File: config.mk
export PLATFORM = sky130hd
export DESIGN_NAME = sample_fifo_writer_flat
export DESIGN_NICKNAME = d
export VERILOG_FILES = /design/src/rtl/sfw_pkg.sv /design/src/rtl/sample_fifo_writer_if.sv /design/src/rtl/sat_counter.sv /design/src/rtl/sample_fifo_writer.sv /design/src/flat_wrapper.sv
export SDC_FILE = /design/constraint.sdc
export NUM_CORES = 1
export LEC_CHECK = 0
export ABC_AREA = 1
export CELL_PAD_IN_SITES_DETAIL_PLACEMENT = 0
export CELL_PAD_IN_SITES_GLOBAL_PLACEMENT = 1
export CORE_UTILIZATION = 26
export CTS_CLUSTER_SIZE = 10
export DETAILED_ROUTE_END_ITERATION = 8
export PLACE_DENSITY_LB_ADDON = 0.1
export SLEW_MARGIN = 20
export SYNTH_ARGS = -nofsm -noshare
export SYNTH_HDL_FRONTEND = slang
export SYNTH_SLANG_ARGS = --single-unit
File: constraint.sdc
create_clock -name wr_clk -period 1.7 [get_ports wr_clk]
set_input_delay 0.425 -clock wr_clk [delete_from_list [all_inputs] [get_ports wr_clk]]
set_output_delay 0.425 -clock wr_clk [all_outputs]
set_load 0.03 [all_outputs]
File: src/rtl/sfw_pkg.sv
// Shared types and constants for the sample FIFO writer.
// Holds the framing FSM state type, the default sync word and header field widths.
package sfw_pkg;

  typedef enum logic [1:0] {
    ST_IDLE = 2'd0,
    ST_HDR  = 2'd1,
    ST_SEQ  = 2'd2,
    ST_DATA = 2'd3
  } sfw_state_e;

  localparam logic [31:0] SFW_SYNC_WORD = 32'h5344_5246;
  localparam int          SFW_SEQ_W     = 16;
  localparam int          SFW_LEN_W     = 16;

  // Second header word: frame sequence number in the upper half, frame length below.
  function automatic logic [31:0] sfw_seq_word(input logic [SFW_SEQ_W-1:0] seq,
                                               input logic [SFW_LEN_W-1:0] len);
    return {seq, len};
  endfunction

endpackage

File: src/rtl/sample_fifo_writer_if.sv
// Sample input and FIFO write port of the sample FIFO writer.
// Handshake: a sample moves when s_valid and s_ready are both 1 on a wr_clk edge;
// the source holds s_i/s_q stable while s_valid=1 and s_ready=0. The FIFO takes
// fifo_din on every edge where fifo_wr_en=1; fifo_wr_en is never 1 with fifo_full=1.
interface sample_fifo_writer_if;

  logic        s_valid;
  logic [15:0] s_i;
  logic [15:0] s_q;
  logic        s_ready;
  logic [31:0] fifo_din;
  logic        fifo_wr_en;
  logic        fifo_full;

  // Writer side.
  modport master (
    input  s_valid, s_i, s_q, fifo_full,
    output s_ready, fifo_din, fifo_wr_en
  );

  // Sample source / FIFO side.
  modport slave (
    output s_valid, s_i, s_q, fifo_full,
    input  s_ready, fifo_din, fifo_wr_en
  );

endinterface

File: src/rtl/sat_counter.sv
// 16-bit saturating event counter with asynchronous active-low clear.
module sat_counter (
  input  logic        clk,
  input  logic        rst_n,
  input  logic        inc,
  output logic [15:0] count
);

  // Count up on inc, sticking at all-ones.
  always_ff @(posedge clk or negedge rst_n) begin
    if (!rst_n) begin
      count <= '0;
    end else if (inc && (count != 16'hFFFF)) begin
      count <= count + 16'd1;
    end
  end

endmodule

File: src/rtl/sample_fifo_writer.sv
// Frames I/Q samples into an async FIFO: SYNC_WORD, {seq, len}, then FRAME_LEN
// samples packed {s_i, s_q}. Build option SFW_DROP_EN: when defined, samples are
// always accepted in DATA and dropped (counted, overflow flagged) while the FIFO
// is full; when undefined, a full FIFO backpressures the source instead.
module sample_fifo_writer
  import sfw_pkg::*;
#(
  parameter int          FRAME_LEN = 256,
  parameter logic [31:0] SYNC_WORD = SFW_SYNC_WORD
) (
  input  logic                   wr_clk,
  input  logic                   wr_rst_n,
  sample_fifo_writer_if.master   bus,
  input  logic                   enable,
  input  logic                   clr_ovf,
  output logic                   busy,
  output logic                   frame_done,
  output logic [15:0]            frame_cnt,
  output logic [15:0]            drop_cnt,
  output logic                   overflow,
  output sfw_state_e             dbg_state
);

  localparam logic [SFW_LEN_W-1:0] LEN_FIELD = SFW_LEN_W'(FRAME_LEN);
  localparam logic [15:0]          LAST_IDX  = 16'(FRAME_LEN - 1);

  sfw_state_e  state, state_nxt;
  logic [15:0] smp_cnt;
  logic        data_wr;

  assign busy      = (state != ST_IDLE);
  assign dbg_state = state;

  // State register; reset abandons any partial frame.
  always_ff @(posedge wr_clk or negedge wr_rst_n) begin
    if (!wr_rst_n) state <= ST_IDLE;
    else           state <= state_nxt;
  end

  // Next state and zero-latency FIFO write / sample ready outputs.
  always_comb begin
    state_nxt       = state;
    bus.s_ready     = 1'b0;
    bus.fifo_wr_en  = 1'b0;
    bus.fifo_din    = '0;
    data_wr         = 1'b0;
    frame_done      = 1'b0;
    case (state)
      ST_IDLE: begin
        if (enable) state_nxt = ST_HDR;
      end
      ST_HDR: begin
        bus.fifo_din = SYNC_WORD;
        if (!bus.fifo_full) begin
          bus.fifo_wr_en = 1'b1;
          state_nxt      = ST_SEQ;
        end
      end
      ST_SEQ: begin
        bus.fifo_din = sfw_seq_word(frame_cnt, LEN_FIELD);
        if (!bus.fifo_full) begin
          bus.fifo_wr_en = 1'b1;
          state_nxt      = ST_DATA;
        end
      end
      ST_DATA: begin
        bus.fifo_din = {bus.s_i, bus.s_q};
`ifdef SFW_DROP_EN
        bus.s_ready  = 1'b1;
`else
        bus.s_ready  = !bus.fifo_full;
`endif
        data_wr        = bus.s_valid && bus.s_ready && !bus.fifo_full;
        bus.fifo_wr_en = data_wr;
        if (data_wr && (smp_cnt == LAST_IDX)) begin
          frame_done = 1'b1;
          state_nxt  = enable ? ST_HDR : ST_IDLE;
        end
      end
      default: state_nxt = ST_IDLE;
    endcase
  end

  // Sample position within the frame and completed-frame count.
  always_ff @(posedge wr_clk or negedge wr_rst_n) begin
    if (!wr_rst_n) begin
      smp_cnt   <= '0;
      frame_cnt <= '0;
    end else begin
      if (data_wr) smp_cnt <= (smp_cnt == LAST_IDX) ? 16'd0 : smp_cnt + 16'd1;
      if (frame_done) frame_cnt <= frame_cnt + 16'd1;
    end
  end

`ifdef SFW_DROP_EN
  logic drop_evt;
  assign drop_evt = (state == ST_DATA) && bus.s_valid && bus.fifo_full;

  sat_counter u_drop_cnt (
    .clk   (wr_clk),
    .rst_n (wr_rst_n),
    .inc   (drop_evt),
    .count (drop_cnt)
  );

  // Sticky overflow; a new drop wins over a coincident clear.
  always_ff @(posedge wr_clk or negedge wr_rst_n) begin
    if (!wr_rst_n)     overflow <= 1'b0;
    else if (drop_evt) overflow <= 1'b1;
    else if (clr_ovf)  overflow <= 1'b0;
  end
`else
  logic unused_clr_ovf;
  assign unused_clr_ovf = clr_ovf;
  assign drop_cnt       = '0;
  assign overflow       = 1'b0;
`endif

endmodule

File: src/flat_wrapper.sv
// flat-port wrapper written by rule: the top's interface ports become plain ports
module sample_fifo_writer_flat import sfw_pkg::*;
#(
  parameter int          FRAME_LEN = 256,
  parameter logic [31:0] SYNC_WORD = SFW_SYNC_WORD
)
  (wr_clk, wr_rst_n, enable, clr_ovf, busy, frame_done, frame_cnt, drop_cnt, overflow, dbg_state, bus_s_valid, bus_s_i, bus_s_q, bus_fifo_full, bus_s_ready, bus_fifo_din, bus_fifo_wr_en);
  sample_fifo_writer_if bus_i ();
  input  logic wr_clk;
  input  logic wr_rst_n;
  input  logic enable;
  input  logic clr_ovf;
  output logic busy;
  output logic frame_done;
  output logic [15:0] frame_cnt;
  output logic [15:0] drop_cnt;
  output logic overflow;
  output sfw_state_e dbg_state;
  input wire logic [$bits(bus_i.s_valid)-1:0] bus_s_valid;
  input wire logic [$bits(bus_i.s_i)-1:0] bus_s_i;
  input wire logic [$bits(bus_i.s_q)-1:0] bus_s_q;
  input wire logic [$bits(bus_i.fifo_full)-1:0] bus_fifo_full;
  output wire logic [$bits(bus_i.s_ready)-1:0] bus_s_ready;
  output wire logic [$bits(bus_i.fifo_din)-1:0] bus_fifo_din;
  output wire logic [$bits(bus_i.fifo_wr_en)-1:0] bus_fifo_wr_en;
  assign bus_i.s_valid = bus_s_valid;
  assign bus_i.s_i = bus_s_i;
  assign bus_i.s_q = bus_s_q;
  assign bus_i.fifo_full = bus_fifo_full;
  assign bus_s_ready = bus_i.s_ready;
  assign bus_fifo_din = bus_i.fifo_din;
  assign bus_fifo_wr_en = bus_i.fifo_wr_en;
  sample_fifo_writer #(.FRAME_LEN(FRAME_LEN), .SYNC_WORD(SYNC_WORD)) u_core (.wr_clk(wr_clk), .wr_rst_n(wr_rst_n), .bus(bus_i), .enable(enable), .clr_ovf(clr_ovf), .busy(busy), .frame_done(frame_done), .frame_cnt(frame_cnt), .drop_cnt(drop_cnt), .overflow(overflow), .dbg_state(dbg_state));
endmodule
# ---- Word-level counts from Yosys, hierarchy flattened
# Index checks and enable logic that the tools add are counted.
dict set report classes {
  muxes 14
  n_reduce_logical 8
  addsub 2
  eq_ne 8
}
# op count
set op_table {}
lappend op_table {{one-hot mux 32 bit (3 select lines)} 1}
lappend op_table {{adder 16 x 1 -> 16 bit, second input constant} 2}
lappend op_table {{== test 16 x 8 -> 1 bit, second input constant} 1}
lappend op_table {{two-way mux 16 bit} 1}
lappend op_table {{two-way mux 2 bit} 4}
lappend op_table {{one-hot mux 2 bit (4 select lines)} 1}
lappend op_table {{two-way mux 1 bit} 6}
lappend op_table {{inequality test 2 bit, second input constant} 3}
lappend op_table {{== test 2 bit, second input constant} 2}
lappend op_table {{AND reduction 4 bit} 1}
lappend op_table {{logical AND 1 bit} 3}
lappend op_table {{== test 2 x 1 -> 1 bit, second input constant} 1}
lappend op_table {{zero test 2 bit} 1}
lappend op_table {{inequality test 2 x 1 -> 1 bit, second input constant} 1}
lappend op_table {{one-hot mux 1 bit (2 select lines)} 1}
lappend op_table {{nonzero test 2 bit} 1}
lappend op_table {{OR reduction 2 bit} 1}
lappend op_table {{zero test 1 bit} 1}
dict set report totals {
  register_bits 34
  wordCells 35
  out_inout_bits 71
  input_bits 38
}

# ---- Longest topological paths before layout
dict set report depth {
  ltp_word 6
  ltp_mapped 10
  depth_no_buf 10
}

# ---- Worst setup path before layout
# No wires, ideal clock.
dict set report synth_timing {
  path_kind {reg-to-output}
  startpoint {reg u_core.state[1] (netlist: u_core.dbg_state[1])}
  endpoint {out bus_fifo_din[16]}
  path_stages_with_launch 6
  arrival_time_ns 1.790
  setup_slack_ns -0.515
  cell_sequence {dfrtp_1 ha_1 clkbuf_8 clkbuf_1 nand2_1 a21oi_1}
}
dict set report synth_via {
  elab_chain_len 2
  word_cells_on_any_way 4
}
# element line
set synth_lines {}
lappend synth_lines {{from (decl)} sample_fifo_writer.sv:27} ;# sfw_state_e state, state_nxt;
lappend synth_lines {{from (signal assigned)} sample_fifo_writer.sv:37} ;# else state <= state_nxt;
lappend synth_lines {{== test 2 bit or == test 2 x 1 -> 1 bit (tied branches)} sample_fifo_writer.sv:48} ;# case (state)
lappend synth_lines {{one-hot mux 32 bit (3 select lines) (*)} sample_fifo_writer.sv:48}
lappend synth_lines {{to (decl)} flat_wrapper.sv:24} ;# output wire logic [$bits(bus_i.fifo_din)-1:0] bus_fifo_din;
# Every way passes the cells marked *; elsewhere a longest branch is shown, timed or not.

# ---- Worst setup path in the final report
dict set report layout_timing {
  startpoint {reg u_core.state[1] (netlist: u_core.dbg_state[1])}
  endpoint {out bus_fifo_din[17]}
}
# The elaborated chain is that of the path after synthesis.

==> impl_results.md <==
- I/O pins: 109
- # DRC: 0
- Yosys warning count: 0
- Cell Pwr Density: 1100 nW/um^2
- DR pass1 iterations: 4
- CTS tree: built
- GP Congestion: 0.773
- Ordered cell list for the critical path: buf_6, ha_4, buf_8, nand2_2, a21oi_4, buf_6
- Critical path arrival: 1.52 ns
- Max cap viols: 0
- Tmin final: 1.94 ns
- Outcome: complete, but fails checks
- Failing checks: negative setup slack
- Post-synth EDFFs: 0
- Pre-CTS setup slack: -0.260 ns
- Htree depth: 2
- Top_reg_cell synth: dfrtp_1
- Worst r2r src: u_core.dbg_state[0]$_DFFE_PN0P_
- # diodes: 0
- Post-Synth XOR/XNOR Area: 4.02%
- Num CTS Buffers: 5
- Achievable frequency: 515 MHz
- Crit. End Element: primary output
- Slowest cell on crit path: dfrtp_2
- Initial Utilization: 26.8%
- Overall routing resource usage: 16.4%
- Initial antenna violation count: 0
- Reg2reg path depth: 9
- Layout cells sized above 1: 33.7%
- CP Depth: 6
- HPWL after DPL: 6280 um
- I/O Buffers: 90
- Setup-failing EPs final: 45
- Die height: 102 um
- Crit path to: bus_fifo_din[17]
- Synth-to-layout area growth: 70.9%
- Synth Area in Adders: 3.35%
- Reg-to-Reg End: u_core.frame_cnt[9]$_DFFE_PN0P_
- Worst setup startpoint: u_core.dbg_state[1]$_DFFE_PN0P_
- Vias per Instance: 4.22
- Comb power frac: 67.1%
- Final max-slew violation count: 0
- Required time of the critical path: 1.27 ns
- Die area: 10,500 um^2
- Largest cells by area after synthesis: dfrtp_1, nand2_1, inv_1
- Final hold viol count: 0
- Post-Syn Area per Cell: 6.76 um^2
- CP top delay family: flip-flops
- Grt total ovfl: 0
- Mux share of post-synthesis cell area: 0%
- Top-count cell post-synth: nand2_1
- Crit-path most repeated cell: buf_6
- Worst VDD drop: 0.606 mV
- Internal: 0.00264 W
- First-pass GRT wire length: 13,200 um
- Clk buf depth: 2
- 1st-iter DRT viols: 64
- Tcrit/Tclk final: 114%
- Largest family of logic cells by synthesized area: simple AND/OR/NAND/NOR gates
- Worst-path clk slew: 0.08 ns
- Register area share after synthesis: 32.5%
- RSZ-0062 raised after global routing: true
- Post-CTS Hold Fix Bufs: 0
- R2R Setup Slk: -0.12 ns
- Rows: 36
- Post-synth top area share: 32.5%
- Clock Skew: 0.00503 ns
- Vias in the first global route: 2,603
- Worst setup margin: -0.240 ns
- Simple-gate share of the synthesized area: 39.6%
- Nets: 575
- WS Path Type: reg -> out
- Cell area after layout: 4470 um^2
- Sw power: 0.00227 W
- Clk_lat worst skew: 0.29 ns
- Clk pwr share: 13.2%
- Commonest cells in the netlist: nand2_1, inv_1, dfrtp_1
- Die width: 102 um
- CP Launch Type: flip-flop
- Routed Antenna Nets: 0
- Async S/R FF share, synth: 100%
- Flops & latches, synth: 34
- Synth Area in Compound Gates: 6.89%
- Final WL: 8290 um
- Hold Crit Class: in -> async
- Worst path bufs/invs: 3
- Crit Path Max Fanout: 6
- CORE AREA: 9770 um^2
- Sequential Power Share: 19.7%
- Cell Area, Synth: 2620 um^2
- Post-DR wirelength/cell: 12.5 um
- Largest net degree at the start of global routing: 35
- Synth area leader: dfrtp_1
- Clk root buf: clkbuf_8
- Vias: 2,800
- Placed cell area: 3990 um^2
- CP max stage delay: 0.45 ns
- Leak pwr: 2.24 nW
- Syn Inst Count: 387
- Clock sink count: 34
- Sw Share: 46.2%
- Count of different cell masters after synthesis: 36
## layer usage
layer  global-route usage (%)  part of all wire [%]  vias to the layer above
li1                         -                     -                     1458
met1                     20.4                    45                     1284
met2                     29.4                    51                       52
met3                     2.67                   3.7                        6
met4                     4.07                  0.77                        0
met5                        0                     0                        -
## layout make-up
type                       count  area, um^2
clock buffer                   6        82.6
fill                        1036        5310
sequential                    34         853
timing repair buffer         144        1370
inverter                      46         181
tap                          133         166
timing repair inverter         1        7.51
clock inverter                 2        12.5
multi-input combinational    298        1800
## worst min-delay path by stage
stage,depth (start not counted),start,slack (ns),to
after detailed placement,1,u_core.smp_cnt[11]$_DFFE_PN0P_,0.49,u_core.smp_cnt[11]$_DFFE_PN0P_
after global placement,1,u_core.smp_cnt[11]$_DFFE_PN0P_,0.49,u_core.smp_cnt[11]$_DFFE_PN0P_
after global routing,2,wr_rst_n,0.51,u_core.frame_cnt[8]$_DFFE_PN0P_
final,2,wr_rst_n,0.50,u_core.frame_cnt[12]$_DFFE_PN0P_
after CTS,1,u_core.smp_cnt[11]$_DFFE_PN0P_,0.50,u_core.smp_cnt[11]$_DFFE_PN0P_
after floorplan,0,wr_rst_n,0.13,u_core.dbg_state[0]$_DFFE_PN0P_
## power by group through the flow
| stage | sequential [W] | clock (W) | combinational (W) |
|---|---|---|---|
| 2_1_floorplan | 0.00104 | 0 | 0.00171 |
| 3_3_place_gp | 0.000984 | 0 | 0.00283 |
| 3_5_place_dp | 0.000990 | 0 | 0.00284 |
| 4_1_cts | 0.000967 | 0.000672 | 0.00321 |
| 5_1_grt | 0.000976 | 0.000702 | 0.00353 |
| 6_report | 0.000968 | 0.000650 | 0.00329 |
## layout by cell type, fill, tap and decap left out, types with 3 or more instances in the layout
cell type / count
nand2_1: 124
buf_12: 7
buf_6: 20
ha_1: 4
inv_1: 41
o21ai_0: 4
nand3_2: 9
nand2_2: 19
nand3_1: 17
xnor2_1: 7
nor2_1: 28
clkbuf_8: 6
conb_1: 17
clkdlybuf4s50_1: 36
clkinvlp_4: 3
nor2_2: 4
xor2_1: 5
nor2_4: 7
buf_4: 61
nor3_1: 4
o211ai_1: 6
dlygate4sd2_1: 16
a21oi_4: 11
nand4_1: 5
dfrtp_1: 32
nand2_4: 7
## worst reg2reg max path, stage by stage (launching register included)
cell and delay (ns):
dfrtp_2 0.45, ha_4 0.24, buf_12 0.12, nand3_4 0.12, buf_8 0.18, nor2_4 0.11, nand2_4 0.12, nor2_4 0.25
nand3_2 0.10, nand2_2 0.07
## through the flow
step	setup TNS (ns)	hold slack (ns)	utilization [%]	std cells	total power (W)
6_report	-7.54	0.501	45.7	664	0.00491
5_1_grt	-11.18	0.514	45.7	664	0.00521
4_1_cts	-7.93	0.503	43.8	657	0.00485
3_5_place_dp	-5.45	0.492	40.8	638	0.00383
3_3_place_gp	-4.53	0.489	40.8	638	0.00381
2_1_floorplan	-3.63	0.129	-	403	0.00275
## cells by family (layout without fill, tap and decap cells)
| logic type | count (synthesis) | in the layout |
|---|---|---|
| and+or+nand+nor | 231 | 232 |
| buffers and inverters | 72 | 199 |
| DFF | 34 | 34 |
| AOI/OAI and AO/OA | 30 | 30 |
| xor gates and xnor gates | 12 | 12 |
| adders and majority gates | 7 | 7 |
| other | 1 | 17 |
## what timing repair did
| item | in CTS | in global routing |
|---|---|---|
| setup endpoints to repair | 59 | 49 |
| gates cloned | 2 | 0 |
| pin swaps | 10 | 18 |
| resized for setup | 58 | 38 |
| setup buffers | 9 | 7 |
## flip-flops by register name, indices dropped and copies added, names as in the netlist
register	count
u_core.dbg_state	2
u_core.frame_cnt	16
u_core.smp_cnt	16
Power figures use the tool's default switching activity.
